## src/rtl/uart_rx_frame_parser.sv

```systemverilog
// uart_rx_frame_parser
// Drains a UART RX FIFO and parses frames of the form SYNC, LEN, LEN payload
// bytes, CHK. CHK is the XOR of LEN and every payload byte. The payload is
// buffered and released on a ready/valid byte stream only after the checksum
// matches. Malformed frames raise one-cycle error pulses.
//
// Ports:
//   clk           - system clock
//   rst           - synchronous active-low reset
//   rx_rd_data    - FIFO read data, valid the cycle after rx_rd_en
//   rx_empty      - FIFO empty flag
//   rx_rd_en      - FIFO read strobe, one cycle per byte
//   out_data      - payload byte
//   out_valid     - out_data valid
//   out_last      - final payload byte of the frame
//   out_ready     - downstream accepts the byte on out_valid && out_ready
//   frame_len     - length of the frame being or last emitted
//   len_error     - pulse on LEN == 0 or LEN > MAX_LEN
//   chk_error     - pulse on checksum mismatch
//   timeout_error - pulse on inter-byte timeout inside a frame
module uart_rx_frame_parser #(
  parameter int unsigned      N_BIT     = 8,
  parameter int unsigned      MAX_LEN   = 16,
  parameter logic [N_BIT-1:0] SYNC_BYTE = N_BIT'(8'hA5),
  parameter int unsigned      TIMEOUT   = 50000
) (
  input  logic                         clk,
  input  logic                         rst,
  input  logic [N_BIT-1:0]             rx_rd_data,
  input  logic                         rx_empty,
  output logic                         rx_rd_en,
  output logic [N_BIT-1:0]             out_data,
  output logic                         out_valid,
  output logic                         out_last,
  input  logic                         out_ready,
  output logic [$clog2(MAX_LEN+1)-1:0] frame_len,
  output logic                         len_error,
  output logic                         chk_error,
  output logic                         timeout_error
);

  localparam int unsigned LW = $clog2(MAX_LEN + 1);
  localparam int unsigned AW = (MAX_LEN > 1) ? $clog2(MAX_LEN) : 1;
  localparam int unsigned TW = $clog2(TIMEOUT + 1);

  typedef enum logic [2:0] {
    S_HUNT    = 3'd0,
    S_LEN     = 3'd1,
    S_PAYLOAD = 3'd2,
    S_CSUM    = 3'd3,
    S_EMIT    = 3'd4
  } state_e;

  state_e           state_q, state_d;
  logic             rx_rd_en_q, rx_rd_en_d;
  logic             cap_q, cap_d;
  logic [LW-1:0]    len_q, len_d;
  logic [LW-1:0]    idx_q, idx_d;
  logic [N_BIT-1:0] chk_q, chk_d;
  logic [TW-1:0]    tmo_q, tmo_d;
  logic [N_BIT-1:0] out_data_q, out_data_d;
  logic             out_valid_q, out_valid_d;
  logic             out_last_q, out_last_d;
  logic [LW-1:0]    frame_len_q, frame_len_d;
  logic             len_err_q, len_err_d;
  logic             chk_err_q, chk_err_d;
  logic             tmo_err_q, tmo_err_d;

  logic [N_BIT-1:0] buf_q [MAX_LEN];
  logic             buf_we_c;
  logic [AW-1:0]    buf_wa_c;
  logic [LW-1:0]    nxt_idx_c;

  // Payload buffer; contents are don't-care after reset.
  always_ff @(posedge clk) begin
    if (buf_we_c) begin
      buf_q[buf_wa_c] <= rx_rd_data;
    end
  end

  // State and output registers.
  always_ff @(posedge clk) begin
    if (!rst) begin
      state_q     <= S_HUNT;
      rx_rd_en_q  <= 1'b0;
      cap_q       <= 1'b0;
      len_q       <= '0;
      idx_q       <= '0;
      chk_q       <= '0;
      tmo_q       <= '0;
      out_data_q  <= '0;
      out_valid_q <= 1'b0;
      out_last_q  <= 1'b0;
      frame_len_q <= '0;
      len_err_q   <= 1'b0;
      chk_err_q   <= 1'b0;
      tmo_err_q   <= 1'b0;
    end else begin
      state_q     <= state_d;
      rx_rd_en_q  <= rx_rd_en_d;
      cap_q       <= cap_d;
      len_q       <= len_d;
      idx_q       <= idx_d;
      chk_q       <= chk_d;
      tmo_q       <= tmo_d;
      out_data_q  <= out_data_d;
      out_valid_q <= out_valid_d;
      out_last_q  <= out_last_d;
      frame_len_q <= frame_len_d;
      len_err_q   <= len_err_d;
      chk_err_q   <= chk_err_d;
      tmo_err_q   <= tmo_err_d;
    end
  end

  // Next-state, datapath and fetch control.
  always_comb begin
    state_d     = state_q;
    rx_rd_en_d  = 1'b0;
    cap_d       = rx_rd_en_q;   // FIFO data is valid the cycle after the strobe
    len_d       = len_q;
    idx_d       = idx_q;
    chk_d       = chk_q;
    tmo_d       = tmo_q;
    out_data_d  = out_data_q;
    out_valid_d = out_valid_q;
    out_last_d  = out_last_q;
    frame_len_d = frame_len_q;
    len_err_d   = 1'b0;
    chk_err_d   = 1'b0;
    tmo_err_d   = 1'b0;
    buf_we_c    = 1'b0;
    buf_wa_c    = idx_q[AW-1:0];
    nxt_idx_c   = idx_q + LW'(1);

    case (state_q)
      S_HUNT: begin
        tmo_d = '0;
        if (cap_q && (rx_rd_data == SYNC_BYTE)) begin
          state_d = S_LEN;
        end
      end

      S_LEN, S_PAYLOAD, S_CSUM: begin
        if (cap_q) begin
          tmo_d = '0;
          case (state_q)
            S_LEN: begin
              if ((rx_rd_data == '0) || (rx_rd_data > N_BIT'(MAX_LEN))) begin
                len_err_d = 1'b1;
                state_d   = S_HUNT;
              end else begin
                len_d   = LW'(rx_rd_data);
                chk_d   = rx_rd_data;
                idx_d   = '0;
                state_d = S_PAYLOAD;
              end
            end
            S_PAYLOAD: begin
              buf_we_c = 1'b1;
              chk_d    = chk_q ^ rx_rd_data;
              idx_d    = nxt_idx_c;
              if (nxt_idx_c == len_q) begin
                state_d = S_CSUM;
              end
            end
            default: begin
              if (rx_rd_data == chk_q) begin
                frame_len_d = len_q;
                idx_d       = '0;
                out_valid_d = 1'b1;
                out_data_d  = buf_q[AW'(0)];
                out_last_d  = (len_q == LW'(1));
                state_d     = S_EMIT;
              end else begin
                chk_err_d = 1'b1;
                state_d   = S_HUNT;
              end
            end
          endcase
        end else if (tmo_q == TW'(TIMEOUT - 1)) begin
          // Counter would reach TIMEOUT this cycle: abandon the partial frame.
          tmo_err_d = 1'b1;
          tmo_d     = '0;
          state_d   = S_HUNT;
        end else begin
          tmo_d = tmo_q + TW'(1);
        end
      end

      S_EMIT: begin
        if (out_valid_q && out_ready) begin
          if (out_last_q) begin
            out_valid_d = 1'b0;
            out_last_d  = 1'b0;
            idx_d       = '0;
            state_d     = S_HUNT;
          end else begin
            idx_d      = nxt_idx_c;
            out_data_d = buf_q[nxt_idx_c[AW-1:0]];
            out_last_d = ((nxt_idx_c + LW'(1)) == frame_len_q);
          end
        end
      end

      default: begin
        state_d = S_HUNT;
      end
    endcase

    // One read in flight at most, and none while a frame is being emitted;
    // looking at state_d keeps a read from starting on the edge into EMIT.
    rx_rd_en_d = !rx_empty && !rx_rd_en_q && (state_d != S_EMIT);
  end

  assign rx_rd_en      = rx_rd_en_q;
  assign out_data      = out_data_q;
  assign out_valid     = out_valid_q;
  assign out_last      = out_last_q;
  assign frame_len     = frame_len_q;
  assign len_error     = len_err_q;
  assign chk_error     = chk_err_q;
  assign timeout_error = tmo_err_q;

endmodule
```

## config.mk

```make
export PLATFORM = sky130hd
export DESIGN_NAME = uart_rx_frame_parser
export DESIGN_NICKNAME = d
export VERILOG_FILES = /design/src/rtl/uart_rx_frame_parser.sv
export SDC_FILE = /design/constraint.sdc
export NUM_CORES = 1
export LEC_CHECK = 0
export CORE_ASPECT_RATIO = 1.2
export CORE_MARGIN = 2
export CORE_UTILIZATION = 47
export DETAILED_ROUTE_END_ITERATION = 10
export HOLD_SLACK_MARGIN = 0.06
export PLACE_DENSITY = 0.74
export SLEW_MARGIN = 10
export SYNTH_ARGS = -nofsm -noshare
export SYNTH_HDL_FRONTEND = slang
export SYNTH_SLANG_ARGS = --single-unit
```

## constraint.sdc

```tcl
create_clock -name clk -period 5.95 [get_ports clk]
set_input_delay 0.8925 -clock clk [delete_from_list [all_inputs] [get_ports clk]]
set_output_delay 0.8925 -clock clk [all_outputs]
set_load 0.02 [all_outputs]
```

Yosys cells after proc, flatten, opt, wreduce, memory -nomap -nowiden
Memory sizes are Yosys's and may differ from the RTL's. Cells that the tools add are included.

Flip-flop bits (word level): 57. Bits in writable memories: 128. Memories: 1.

Memory list: buf_q (depth 16, bits a word 8, read ports 2, clocked after memory_dff 0, wr ports 1, line 69) `logic [N_BIT-1:0] buf_q [MAX_LEN];`.

Add/subtract/negate cells: 3. Order comparisons: 1. Equal/unequal tests: 20. Muxes and demuxes: 48. Bitwise logic cells: 6. Reduce and logical (&&, ||, !) cells: 24.

Operators by type and width (count): $mux W8 (6); $mux W16 (2); $pmux W16 S2 (1); $pmux W8 S2 (2); $mux W5 (5); $mux W3 (7); $pmux W5 S2 (2); $mux W1 (18); $add A16 B1 Y16 const B (1); $eq A16 B16 Y1 const B (1); $reduce_and A4 Y1 (4); $ne A2 B2 Y1 const B (7); $reduce_and A6 Y1 (2); $add A5 B1 Y5 const B (2); $eq A5 B5 Y1 (2); $reduce_and A5 Y1 (2); $pmux W3 S3 (1); $eq A8 B8 Y1 (1); $eq A8 B8 Y1 const B (1); $gt A8 B5 Y1 const B (1); $logic_not A8 Y1 (1); $xor A8 B8 Y8 (1); $eq A3 B2 Y1 const B (2); $ne A3 B3 Y1 const B (2); other kinds (16) (28).

Logic depth before layout (Yosys ltp)
Gate-level depths: netlist of the first run.

Depth after elaboration: 8. Depth in mapped cells: 10. Depth with buffers taken out: 8.

Worst setup path before layout of the first run
Ideal clock, no wire load.

Path type: register -> register. Start point: reg idx_q[0]. End point: reg out_data_q[6] (netlist: out_data[6]). Arrival time: 2.445 ns. Data required time: 5.830 ns. Setup slack: 3.386 ns. Stages on the path, launching flop included: 11. Path through: dfxtp_1 -> clkbuf_1 -> inv_1 -> ha_1 -> clkbuf_1 -> nor2b_1 -> o21ai_1 -> o22ai_1 -> nor4_1 -> nor2_1 -> a211o_1.

Word-level cells in the longest chain between the ends: 5.

RTL lines: from (decl) (line 58) `logic [LW-1:0] idx_q, idx_d;`; from (signal assigned) (line 103) `idx_q <= idx_d;`; $add A5 B1 Y5 (line 134) `nxt_idx_c = idx_q + LW'(1);`; $mem_v2 Z16 W8; $mux W8 (line 193) `if (out_last_q) begin`; $mux W8 (line 192) `if (out_valid_q && out_ready) begin`; $pmux W8 S2 (line 136) `case (state_q)`; to (signal assigned) (line 106) `out_data_q <= out_data_d;`; to (decl) (line 61) `logic [N_BIT-1:0] out_data_q, out_data_d;`.

Every way passes these cells. The select of a mux whose other input is x is not followed. A chain may end at the register's enable or synchronous reset.

Final worst setup path of the first run
Start point: reg idx_q[0]. End point: reg out_data_q[4] (netlist: out_data[4]).

The elaborated chain is that of the path after synthesis.

==> qor.yml, run 1 <==
run_status:
  status: "complete, no violations"
power_and_ir_drop:
  p_int_mw: 2.17
  vdd_drop_max_v: 0.000162
  sequentialPowerShare_pct: 51.7
  switching_share_pct: 18.3
  power.density_nw_per_um2: 291
  leakage_nw: 2.92
  clock_power_share_pct: 46.8
  share_comb_of_total_power_pct: 1.4
  netSwitchingPower_mw: 0.486
floorplan:
  die-height_um: 146
  initial_core_util_pct: 47.6
  num_io_pins: 31
  die_area_um2: 17900
  die_w_um: 123
  num_rows: 52
  placeableCoreArea_um2: 16700
logic_synthesis:
  synthesis.nets: 661
  synth_edf_count: 128
  ys.warnings.count: 0
  synth.mux.area_fraction_pct: 8.85
  synth-compound-area-share_pct: 7.60
  async_reset_ff_share_pct: 0
  synth_flop_cell: "sky130_fd_sc_hd__edfxtp_1"
  synthAdderAreaFrac_pct: 0.948
  ys_types: 53
  netlist_instances: 643
  sequential_area_share_after_synthesis_pct: 62.9
  syn-mean-instance-area_um2: 12.3
  ys_ff_latch: 185
  synth_top_family_by_area: "simple AND/OR/NAND/NOR gates"
  synth.cell_area_um2: 7920
  synth-xor-area-share_pct: 3.98
  yosys.area_share.simple_pct: 13.9
timing:
  crit_path_time_final_ns: 3.66
  worst_clock_skew_ns: 0.00779
  setup_repair_after_global_routing_missed_its_margin: "no"
  tightest_slew_ns: 1.22
  maxSlewHeadroom_pct: 18.6
  timing_hold_violations_final: 0
  finalSetupTns_ns: 0
  report.final.setup_viol: 0
  maximum_clock_frequency_mhz: 273
  layout_worst_path_cycle_share_pct: 61.5
  max_slew_violations: 0
final_layout:
  instances_no_fill: 902
  antenna_cells: 0
  layout.core_utilization_pct: 54.7
  design.final.nets: 691
  final.fill_count: 1379
  drive_gt1_share_pct: 6.85
  area_overhead_vs_synth_pct: 15.1
global_route:
  largest_net_degree_at_the_start_of_global_routing: 65
  total_global_routing_overflow: 0
  grt_pass1_vias: 5286
  antenna_violations_before_repair: 0
  global_route.usage.total_pct: 21.0
  grt_pass1_wl_mm: 28.1
clock_network:
  path_clk_slew_ns: 0.07
  clock_tree.buffer_depth: 2
  cts_root_buffer: "sky130_fd_sc_hd__clkbuf_16"
  insertion_delay_ns: 0.43
  tritoncts: "done"
  cts_htree_levels: 4
  post_cts_hold_buffer_count: 0
  tritoncts.num_buffers: 17
  post_cts_setup_driven_buffer_insertion_count: 0
  number_of_sinks_handled_by_clock_tree_synthesis: 185
  cts-resized-gates: 0
setup_path:
  kind_of_end_point_of_the_critical_path: "flip-flop"
  critical_path_class: "reg2reg"
  cp_slowest_cell: "sky130_fd_sc_hd__buf_4"
  critPathArrivalTime_ns: 3.98
  cp_data_required_time_ns: 6.27
  peak_per_stage_delay_on_the_critical_path_ns: 0.84
  rrSetupSlack_ns: 2.29
  critPathTopFamily: "buffers and inverters"
  crit_path_cell_trace: "ha_1 > xor2_4 > buf_4 > mux2i_1 > o22ai_1 > nor4_1 > nor2_1 > a211o_1"
  worst_setup_sp_type: "flip-flop"
  crit_path_max_fanout: 64
  worst-path-stages: 8
  reg2reg_depth: 8
  critPathBufInv: 1
route:
  vias: 5253
  avgViaCountPerCell: 5.82
  detail_route.wl_per_cell_um: 19.7
  route.detailed.drc: 0
  drt_pass1_iterations: 5
  detail_route.wirelength_mm: 17.8
  drtIter0Drc: 512
  final_antenna_net_count: 0
placed_design:
  dpl.cell_count: 870
  placement.io_buffers: 30
  globalplace.congestion: 0.848
  hpwlAfterDp_mm: 11.7
run:
  maxCapViolCount: 0
worst_hold_path:
  worst_hold_path.num_cells: 1
  holdCritPathClass: "reg2reg"
worst reg2reg max path, cell delays in order (launching register included):
cell and delay, ns:
sky130_fd_sc_hd__dfxtp_1 0.68, sky130_fd_sc_hd__ha_1 0.46, sky130_fd_sc_hd__xor2_4 0.25, sky130_fd_sc_hd__buf_4 0.84, sky130_fd_sc_hd__mux2i_1 0.36, sky130_fd_sc_hd__o22ai_1 0.14
sky130_fd_sc_hd__nor4_1 0.51, sky130_fd_sc_hd__nor2_1 0.08, sky130_fd_sc_hd__a211o_1 0.23
power groups by stage:
| stage | clock, mW | sequential (mW) | combinational (mW) |
|---|---|---|---|
| 2_1_floorplan | 0 | 1.40 | 0.00969 |
| 3_3_place_gp | 0 | 1.40 | 0.0362 |
| 3_5_place_dp | 0 | 1.40 | 0.0375 |
| 4_1_cts | 1.26 | 1.37 | 0.0378 |
| 5_1_grt | 1.31 | 1.37 | 0.0417 |
| 6_report | 1.24 | 1.37 | 0.0381 |
through the flow:
step           instance area (µm²)  setup WS (ns)  total power, mW  hold slack (ns)
2_1_floorplan                 7920           3.39             1.41            0.454
3_3_place_gp                  8460           2.30             1.44            0.465
3_5_place_dp                  8460           2.14             1.44            0.476
4_1_cts                       9120           2.35             2.67            0.485
5_1_grt                       9120           2.12             2.72            0.507
6_report                      9120           2.29             2.66            0.484
registers in the layout, summed over array words and instances, names as in the netlist, 3 cells and up:
| name | count |
|---|---|
| buf_q | 128 |
| tmo_q | 16 |
| chk_q | 8 |
| out_data | 8 |
| frame_len | 5 |
| idx_q | 5 |
| len_q | 5 |
| state_q | 3 |
cells in the final DEF, fill, tap and decap left out, drive strengths merged, types with 9 or more instances in the layout:
master / count
xnor2: 14
a31oi: 9
clkbuf: 19
a21oi: 11
nor3: 13
nand2: 57
xor2: 22
mux2i: 70
edfxtp: 128
nor2: 63
nand3: 20
dfxtp: 57
clkdlybuf4s50: 30
and2: 13
and3: 10
nor4: 13
o22ai: 32
Yosys cell counts, drive strengths merged (7+ instances only):
cell      n  share of area [%]
nor4     13                1.0
o21ai     8               0.55
xnor2    14                1.5
dfxtp    57                 14
and3     10               0.79
xor2     22                2.4
buf      12               0.81
nand3    20                1.3
edfxtp  128                 49
o22ai    32                2.5
a211o     8               0.88
and2     13                1.0
a31oi     9               0.71
nor2     63                3.0
mux2i    70                8.8
nand2    57                2.7
a21oi    11               0.70
clkbuf   15               0.71
a21boi    7               0.66
nor3     13               0.88
routing by layer:
metal  vias up  global-route usage [%]  share of wire (%)
met5         -                       0                  0
met4         0                    13.0                5.3
met3        57                    3.95                5.8
met2       207                    32.8                 47
met1      2537                    26.9                 42
li1       2452                       -                  -
final timing paths:
check / startpoint / to
max: idx_q[0] / out_data[4]
min: buf_q[0][5] / out_data[5]
max reg2reg: idx_q[0] / out_data[4]
min reg2reg: buf_q[0][5] / out_data[5]
layout make-up:
type                       instances  area [µm²]  area share, %
clock buffer                      19         433           4.75
inverter                           6        22.5          0.247
sequential                       185        4980           54.7
clock inverter                    13         225           2.47
multi-input combinational        425        2820           30.9
timing repair buffer              38         360           3.95
tap                              216         270           2.96
kinds of logic after synthesis:
| group | after synthesis |
|---|---|
| adders and majority gates | 6 |
| DFF | 185 |
| xor gates and xnor gates | 36 |
| buffers and inverters | 33 |
| AOI/OAI and AO/OA | 90 |
| and+or+nand+nor | 223 |
| muxes | 70 |
(Power assumes the default switching activity.)
==> inputs of run 2 (changes only) <==
Clock period 5.95 ns to 3.7 ns, I/O delays scaled along.
==> run 2 against run 1 <==
Against the previous run:
- register-to-register slack got worse by 1.7 ns
- via count fell by 0.23%
- flip-flop and latch count did not move
- die area did not move
- global-route usage fell by 0.43 points
- first-iteration DRC count fell by 11%
- sequential share of layout area fell by 0.19 points
==> qor.yml, run 2 (synthesis results as in run 1) <==
route:
  drtIter0Drc: 456  # -11%
  detail_route.wirelength_mm: 17.4  # -2.1%
  final_antenna_net_count: 0  # unchanged
  detail_route.wl_per_cell_um: 19.1  # -3.2%
  vias: 5241  # -0.23%
  avgViaCountPerCell: 5.75  # -1.3%
  route.detailed.drc: 0  # unchanged
  drt_pass1_iterations: 5  # unchanged
setup_path:
  worst_setup_sp_type: "flip-flop"
  critical_path_class: "reg2reg"
  crit_path_cell_trace: "inv_1 > ha_1 > nor2b_1 > o21ai_1 > o22ai_1 > nor4_1 > nor2_1 > a211o_1"
  kind_of_end_point_of_the_critical_path: "flip-flop"
  cp_slowest_cell: "sky130_fd_sc_hd__dfxtp_1"
  cp_data_required_time_ns: 4.02  # -2.25 ns
  crit_path_max_fanout: 14  # -78%
  peak_per_stage_delay_on_the_critical_path_ns: 0.67  # -0.17 ns
  critPathArrivalTime_ns: 3.45  # -0.53 ns
power_and_ir_drop:
  sequentialPowerShare_pct: 53.5  # +1.8 points
  leakage_nw: 2.95  # +0.93%
  share_comb_of_total_power_pct: 1.8  # +0.4 points
  power.density_nw_per_um2: 452  # +55%
  p_int_mw: 3.33  # +53%
  vdd_drop_max_v: 0.000273  # +69%
  clock_power_share_pct: 44.7  # -2.1 points
  netSwitchingPower_mw: 0.804  # +65%
  switching_share_pct: 19.5  # +1.2 points
global_route:
  total_global_routing_overflow: 0  # unchanged
  largest_net_degree_at_the_start_of_global_routing: 41  # -37%
  grt_pass1_vias: 5221  # -1.2%
  antenna_violations_before_repair: 0  # unchanged
  grt_pass1_wl_mm: 27.8  # -0.96%
  global_route.usage.total_pct: 20.6  # -0.43 points
final_layout:
  largest_reg_flops: 128  # unchanged
  drive_gt1_share_pct: 8.19  # +1.3 points
  antenna_cells: 0  # unchanged
  largest_registers: "buf_q x128, tmo_q x16"
  layout.core_utilization_pct: 54.9  # +0.19 points
  final_cell_area_um2: 9150  # +0.34%
  design.final.nets: 701  # +1.4%
  area_overhead_vs_synth_pct: 15.5
  max_flop_register: "buf_q"
  most_frequent_cells_in_the_layout: "128 x sky130_fd_sc_hd__edfxtp_1, 70 x sky130_fd_sc_hd__mux2i_1, 63 x sky130_fd_sc_hd__nor2_1"
  layout_commonest_cell: "sky130_fd_sc_hd__edfxtp_1"
timing:
  crit_path_time_final_ns: 3.13  # -0.531 ns
  setup_repair_after_global_routing_missed_its_margin: "no"
  timing_hold_violations_final: 0  # unchanged
  max_slew_violations: 0  # unchanged
  maxSlewHeadroom_pct: 44.0  # +25 points
  report.final.setup_viol: 0  # unchanged
  layout_worst_path_cycle_share_pct: 84.6  # +23 points
  worst_clock_skew_ns: 0.00844  # +0.000646 ns
  layout_setup_ws_ns: 0.572  # -1.72 ns
  finalSetupTns_ns: 0  # unchanged
  tightest_slew_ns: 0.837  # -0.379 ns
  maximum_clock_frequency_mhz: 320  # +17%
placed_design:
  hpwlAfterDp_mm: 11.9  # +1.7%
  dpl-instance-area_um2: 8540  # +0.92%
  placement.io_buffers: 30  # unchanged
  dp_worst_setup_slack_ns: 0.531  # -1.61 ns
  globalplace.congestion: 0.843  # -0.59%
floorplan:
  initial_core_util_pct: 47.6  # unchanged
  num_rows: 52  # unchanged
  die_w_um: 123  # unchanged
  die_area_um2: 17900  # unchanged
  num_io_pins: 31  # unchanged
  die-height_um: 146  # unchanged
  placeableCoreArea_um2: 16700  # unchanged
clock_network:
  cts_root_buffer: "sky130_fd_sc_hd__clkbuf_16"
  clock_tree.buffer_depth: 2  # unchanged
  cts-resized-gates: 0  # unchanged
  post_cts_hold_buffer_count: 0  # unchanged
  insertion_delay_ns: 0.43  # about the same
  post_cts_setup_driven_buffer_insertion_count: 0  # unchanged
  path_clk_slew_ns: 0.06  # about the same
  tritoncts: "done"
  number_of_sinks_handled_by_clock_tree_synthesis: 185  # unchanged
  tritoncts.num_buffers: 17  # unchanged
  cts_htree_levels: 4  # unchanged
run_status:
  status: "complete, no violations"
worst_hold_path:
  holdCritPathClass: "reg2reg"
run:
  maxCapViolCount: 0  # unchanged
-- run 2: metrics by stage --
| stage | total power [mW] | hold WS [ns] | instances |
|---|---|---|---|
| 2_1_floorplan | 2.27 | 0.454 | 643 |
| 3_3_place_gp | 2.33 | 0.466 | 880 |
| 3_5_place_dp | 2.33 | 0.472 | 880 |
| 4_1_cts | 4.15 | 0.487 | 912 |
| 5_1_grt | 4.24 | 0.514 | 912 |
| 6_report | 4.13 | 0.485 | 912 |
-- run 2: power by group through the flow --
stage | clock network, mW | logic (mW) | registers (mW)
final | 1.85 | 0.0762 | 2.21
after global routing | 1.95 | 0.0810 | 2.21
after CTS | 1.86 | 0.0760 | 2.21
after detailed placement | 0 | 0.0755 | 2.25
after global placement | 0 | 0.0731 | 2.25
after floorplan | 0 | 0.0156 | 2.26
-- run 2: worst paths after layout --
path          startpoint          end  slack (ns)  cells after the start
max             idx_q[0]  out_data[6]        0.57                      8
min          buf_q[0][6]  out_data[6]        0.49                      1
max reg2reg     idx_q[0]  out_data[6]        0.57                      8
min reg2reg  buf_q[0][6]  out_data[6]        0.49                      1
-- run 2: per-layer routing --
| metal | vias to the layer above | GRT usage [%] | wire length, µm |
|---|---|---|---|
| li1 | 2465 | - | - |
| met1 | 2578 | 25.9 | 7080 |
| met2 | 167 | 34.4 | 8910 |
| met3 | 31 | 4.22 | 914 |
| met4 | 0 | 8.56 | 517 |
| met5 | - | 0 | 0 |
-- run 2: cell type report --
cell class | count | area, µm²
Clock buffer | 23 | 499
Multi-Input combinational cell | 425 | 2810
Timing Repair Buffer | 48 | 448
Tap cell | 216 | 270
Sequential cell | 185 | 4980
Inverter | 6 | 22.5
Clock inverter | 9 | 113
Fill cell | 1409 | 7510
-- run 2: critical path: cells and delay by family (launching register included) --
| kind | cells | cell delay [ns] |
|---|---|---|
| AO/OA/AOI/OAI | 3 | 0.84 |
| buffers and inverters | 1 | 0.29 |
| adder cells (fa/ha/maj) | 1 | 0.66 |
| flip-flops | 1 | 0.67 |
| AND/OR/NAND/NOR | 3 | 0.58 |
==> inputs of run 3 (changes only) <==
Settings changed: PLACE_DENSITY 0.74 to 0.77.
Clock period 3.7 ns to 2.7 ns, I/O delays scaled along.
==> run 3 against run 2 <==
Against the previous run:
- worst setup slack lost 0.29 ns
- clock-buffer cell count is 5 lower
- first-iteration DRC count rose by 0.44%
- non-clock buffer count rose by 27
- largest cell class unchanged
==> qor.yml, run 3 (synthesis results as in run 1) <==
route:
  detail_route.wirelength_mm: 18.0  # +3.1%
  drtIter0Drc: 458  # +0.44%
  avgViaCountPerCell: 5.72  # -0.47%
  final_antenna_net_count: 0  # unchanged
  drt_pass1_iterations: 4  # -1
  route.detailed.drc: 0  # unchanged
  vias: 5371  # +2.5%
  detail_route.wl_per_cell_um: 19.1  # about the same
global_route:
  grt_pass1_wl_mm: 28.7  # +3.4%
  globalRouteMet1Util_pct: 26.5  # +0.54 points
  global_route.peak_usage_layer: "met2"
  grt_pass1_vias: 5403  # +3.5%
  globalRouteMet2Util_pct: 34.8  # +0.42 points
  global_route.usage.total_pct: 21.1  # +0.50 points
  antenna_violations_before_repair: 0  # unchanged
  grt_use_met3_pct: 4.06  # -0.16 points
  largest_net_degree_at_the_start_of_global_routing: 33  # -20%
  total_global_routing_overflow: 0  # unchanged
timing:
  max_slew_violations: 0  # unchanged
  crit_path_time_final_ns: 2.42  # -0.713 ns
  maximum_clock_frequency_mhz: 414  # +30%
  timing_hold_violations_final: 0  # unchanged
  setup_repair_after_global_routing_missed_its_margin: "no"
  worst_clock_skew_ns: 0.00876  # +0.000320 ns
  hold_ws_ns: 0.499  # +0.0137 ns
  finalSetupTns_ns: 0  # unchanged
  layout_worst_path_cycle_share_pct: 89.4  # +4.9 points
  report.final.setup_viol: 0  # unchanged
  maxSlewHeadroom_pct: 61.2  # +17 points
  tightest_slew_ns: 0.578  # -0.259 ns
run_status:
  status: "complete, no violations"
clock_network:
  number_of_sinks_handled_by_clock_tree_synthesis: 185  # unchanged
  insertion_delay_ns: 0.43  # about the same
  path_clk_slew_ns: 0.07  # about the same
  tritoncts.num_buffers: 17  # unchanged
  tritoncts: "done"
  post_cts_setup_driven_buffer_insertion_count: 0  # unchanged
  cts_htree_levels: 4  # unchanged
  cts_root_buffer: "sky130_fd_sc_hd__clkbuf_16"
  clock_tree.buffer_depth: 2  # unchanged
final_layout:
  layout_commonest_cell: "sky130_fd_sc_hd__edfxtp_1"
  largest_registers: "buf_q x128, tmo_q x16"
  area_overhead_vs_synth_pct: 18.6
  largest_reg_flops: 128  # unchanged
  design.final.nets: 728  # +3.9%
  antenna_cells: 0  # unchanged
  most_frequent_cells_in_the_layout: "128 x sky130_fd_sc_hd__edfxtp_1, 70 x sky130_fd_sc_hd__mux2i_1, 63 x sky130_fd_sc_hd__nor2_1"
  layout.core_utilization_pct: 56.4  # +1.4 points
  drive_gt1_share_pct: 12.0  # +3.8 points
  max_flop_register: "buf_q"
floorplan:
  die_w_um: 123  # unchanged
  initial_core_util_pct: 47.6  # unchanged
  placeableCoreArea_um2: 16700  # unchanged
  num_io_pins: 31  # unchanged
  die-height_um: 146  # unchanged
  num_rows: 52  # unchanged
  die_area_um2: 17900  # unchanged
power_and_ir_drop:
  share_comb_of_total_power_pct: 1.8  # about the same
  power.density_nw_per_um2: 613  # +36%
  leakage_nw: 3.09  # +4.7%
  sequentialPowerShare_pct: 52.6  # -0.9 points
  clock_power_share_pct: 45.6  # +0.9 points
  switching_share_pct: 19.8  # +0.34 points
  p_int_mw: 4.62  # +39%
  netSwitchingPower_mw: 1.14  # +42%
  vdd_drop_max_v: 0.000398  # +46%
setup_path:
  critPathArrivalTime_ns: 2.74  # -0.71 ns
  rrSetupSlack_ns: 0.28  # -0.29 ns
  critPathTopFamily: "simple AND/OR/NAND/NOR gates"
  peak_per_stage_delay_on_the_critical_path_ns: 0.42  # -0.25 ns
  reg2reg_depth: 9  # +1
  worst_setup_sp_type: "flip-flop"
  worst_r2r_startpoint: "idx_q[1]"
  crit_path_max_fanout: 8  # -6
  crit_path_cell_trace: "buf_4 > inv_1 > ha_1 > nor2b_1 > nand3_1 > o22ai_1 > nor4_1 > nor2_1 > a211o_1"
  worstReg2RegEnd: "out_data[6]"
  cp_slowest_cell: "sky130_fd_sc_hd__dfxtp_1"
  critPathBufInv: 2  # +1
  kind_of_end_point_of_the_critical_path: "flip-flop"
  critical_path_class: "reg2reg"
  cp_data_required_time_ns: 3.02  # -1.00 ns
worst_hold_path:
  min_delay_worst_endpoint: "out_data[0]"
  worstHoldStart: "buf_q[0][0]"
  worst_hold_path.num_cells: 1  # unchanged
  holdCritPathClass: "reg2reg"
placed_design:
  globalplace.congestion: 0.912  # +8.1%
  placement.io_buffers: 30  # unchanged
  hpwlAfterDp_mm: 12.2  # +3.1%
run:
  maxCapViolCount: 0  # unchanged
-- run 3: cell count changes in the layout (fill, tap and decap cells not counted), sizes merged --
cell	previous run	this run
buf	18	45
clkbuf	23	18
clkinv	4	2
clkinvlp	1	5
bufinv	2	4
inv	8	9
-- run 3: power groups by stage --
| stage | logic (mW) | clock network [mW] | registers (mW) |
|---|---|---|---|
| 2_1_floorplan | 0.0213 | 0 | 3.09 |
| 3_3_place_gp | 0.101 | 0 | 3.09 |
| 6_report | 0.105 | 2.62 | 3.03 |
| 3_5_place_dp | 0.104 | 0 | 3.09 |
| 5_1_grt | 0.112 | 2.76 | 3.03 |
| 4_1_cts | 0.104 | 2.65 | 3.03 |
-- run 3: timing repair --
| item | in CTS | in global routing |
|---|---|---|
| endpoints found under the setup margin | 0 | 5 |
| gates resized for setup | 0 | 3 |
| hold buffers | 0 | 0 |
| hold endpoints to repair | 0 | 0 |
-- run 3: final cells by class --
cell class	instances	area, µm²
clock buffer	18	429
clock inverter	14	196
tap	216	270
timing repair buffer	75	663
multi-input combinational	425	2820
inverter	6	22.5
sequential	185	4990
fill	1381	7270
-- run 3: how the worst max path moves through the flow --
stage / cells past startpoint / from / endpoint / slack [ns]
after floorplan: 10 / idx_q[0] / out_data[6] / 0.14
after global placement: 7 / rx_rd_data[6] / out_data[7] / 0.01
after detailed placement: 7 / rx_rd_data[6] / out_data[7] / 0.02
after CTS: 9 / idx_q[1] / out_data[4] / 0.16
after global routing: 8 / idx_q[1] / out_data[7] / 0.09
final: 9 / idx_q[1] / out_data[6] / 0.28
-- run 3: per-layer routing --
metal,routed length [µm],share of wire [%]
met5,0,0
met4,695,3.9
met3,848,4.7
met2,8850,49
met1,7560,42
-- run 3: metrics by stage --
| step | area, µm² | worst slack [ns] | power, mW | std cells |
|---|---|---|---|---|
| after global placement | 8750 | 0.0121 | 3.19 | 907 |
| after floorplan | 7920 | 0.136 | 3.11 | 643 |
| final | 9390 | 0.285 | 5.76 | 939 |
| after detailed placement | 8750 | 0.0188 | 3.19 | 907 |
| after global routing | 9390 | 0.0927 | 5.90 | 939 |
| after CTS | 9380 | 0.162 | 5.78 | 939 |
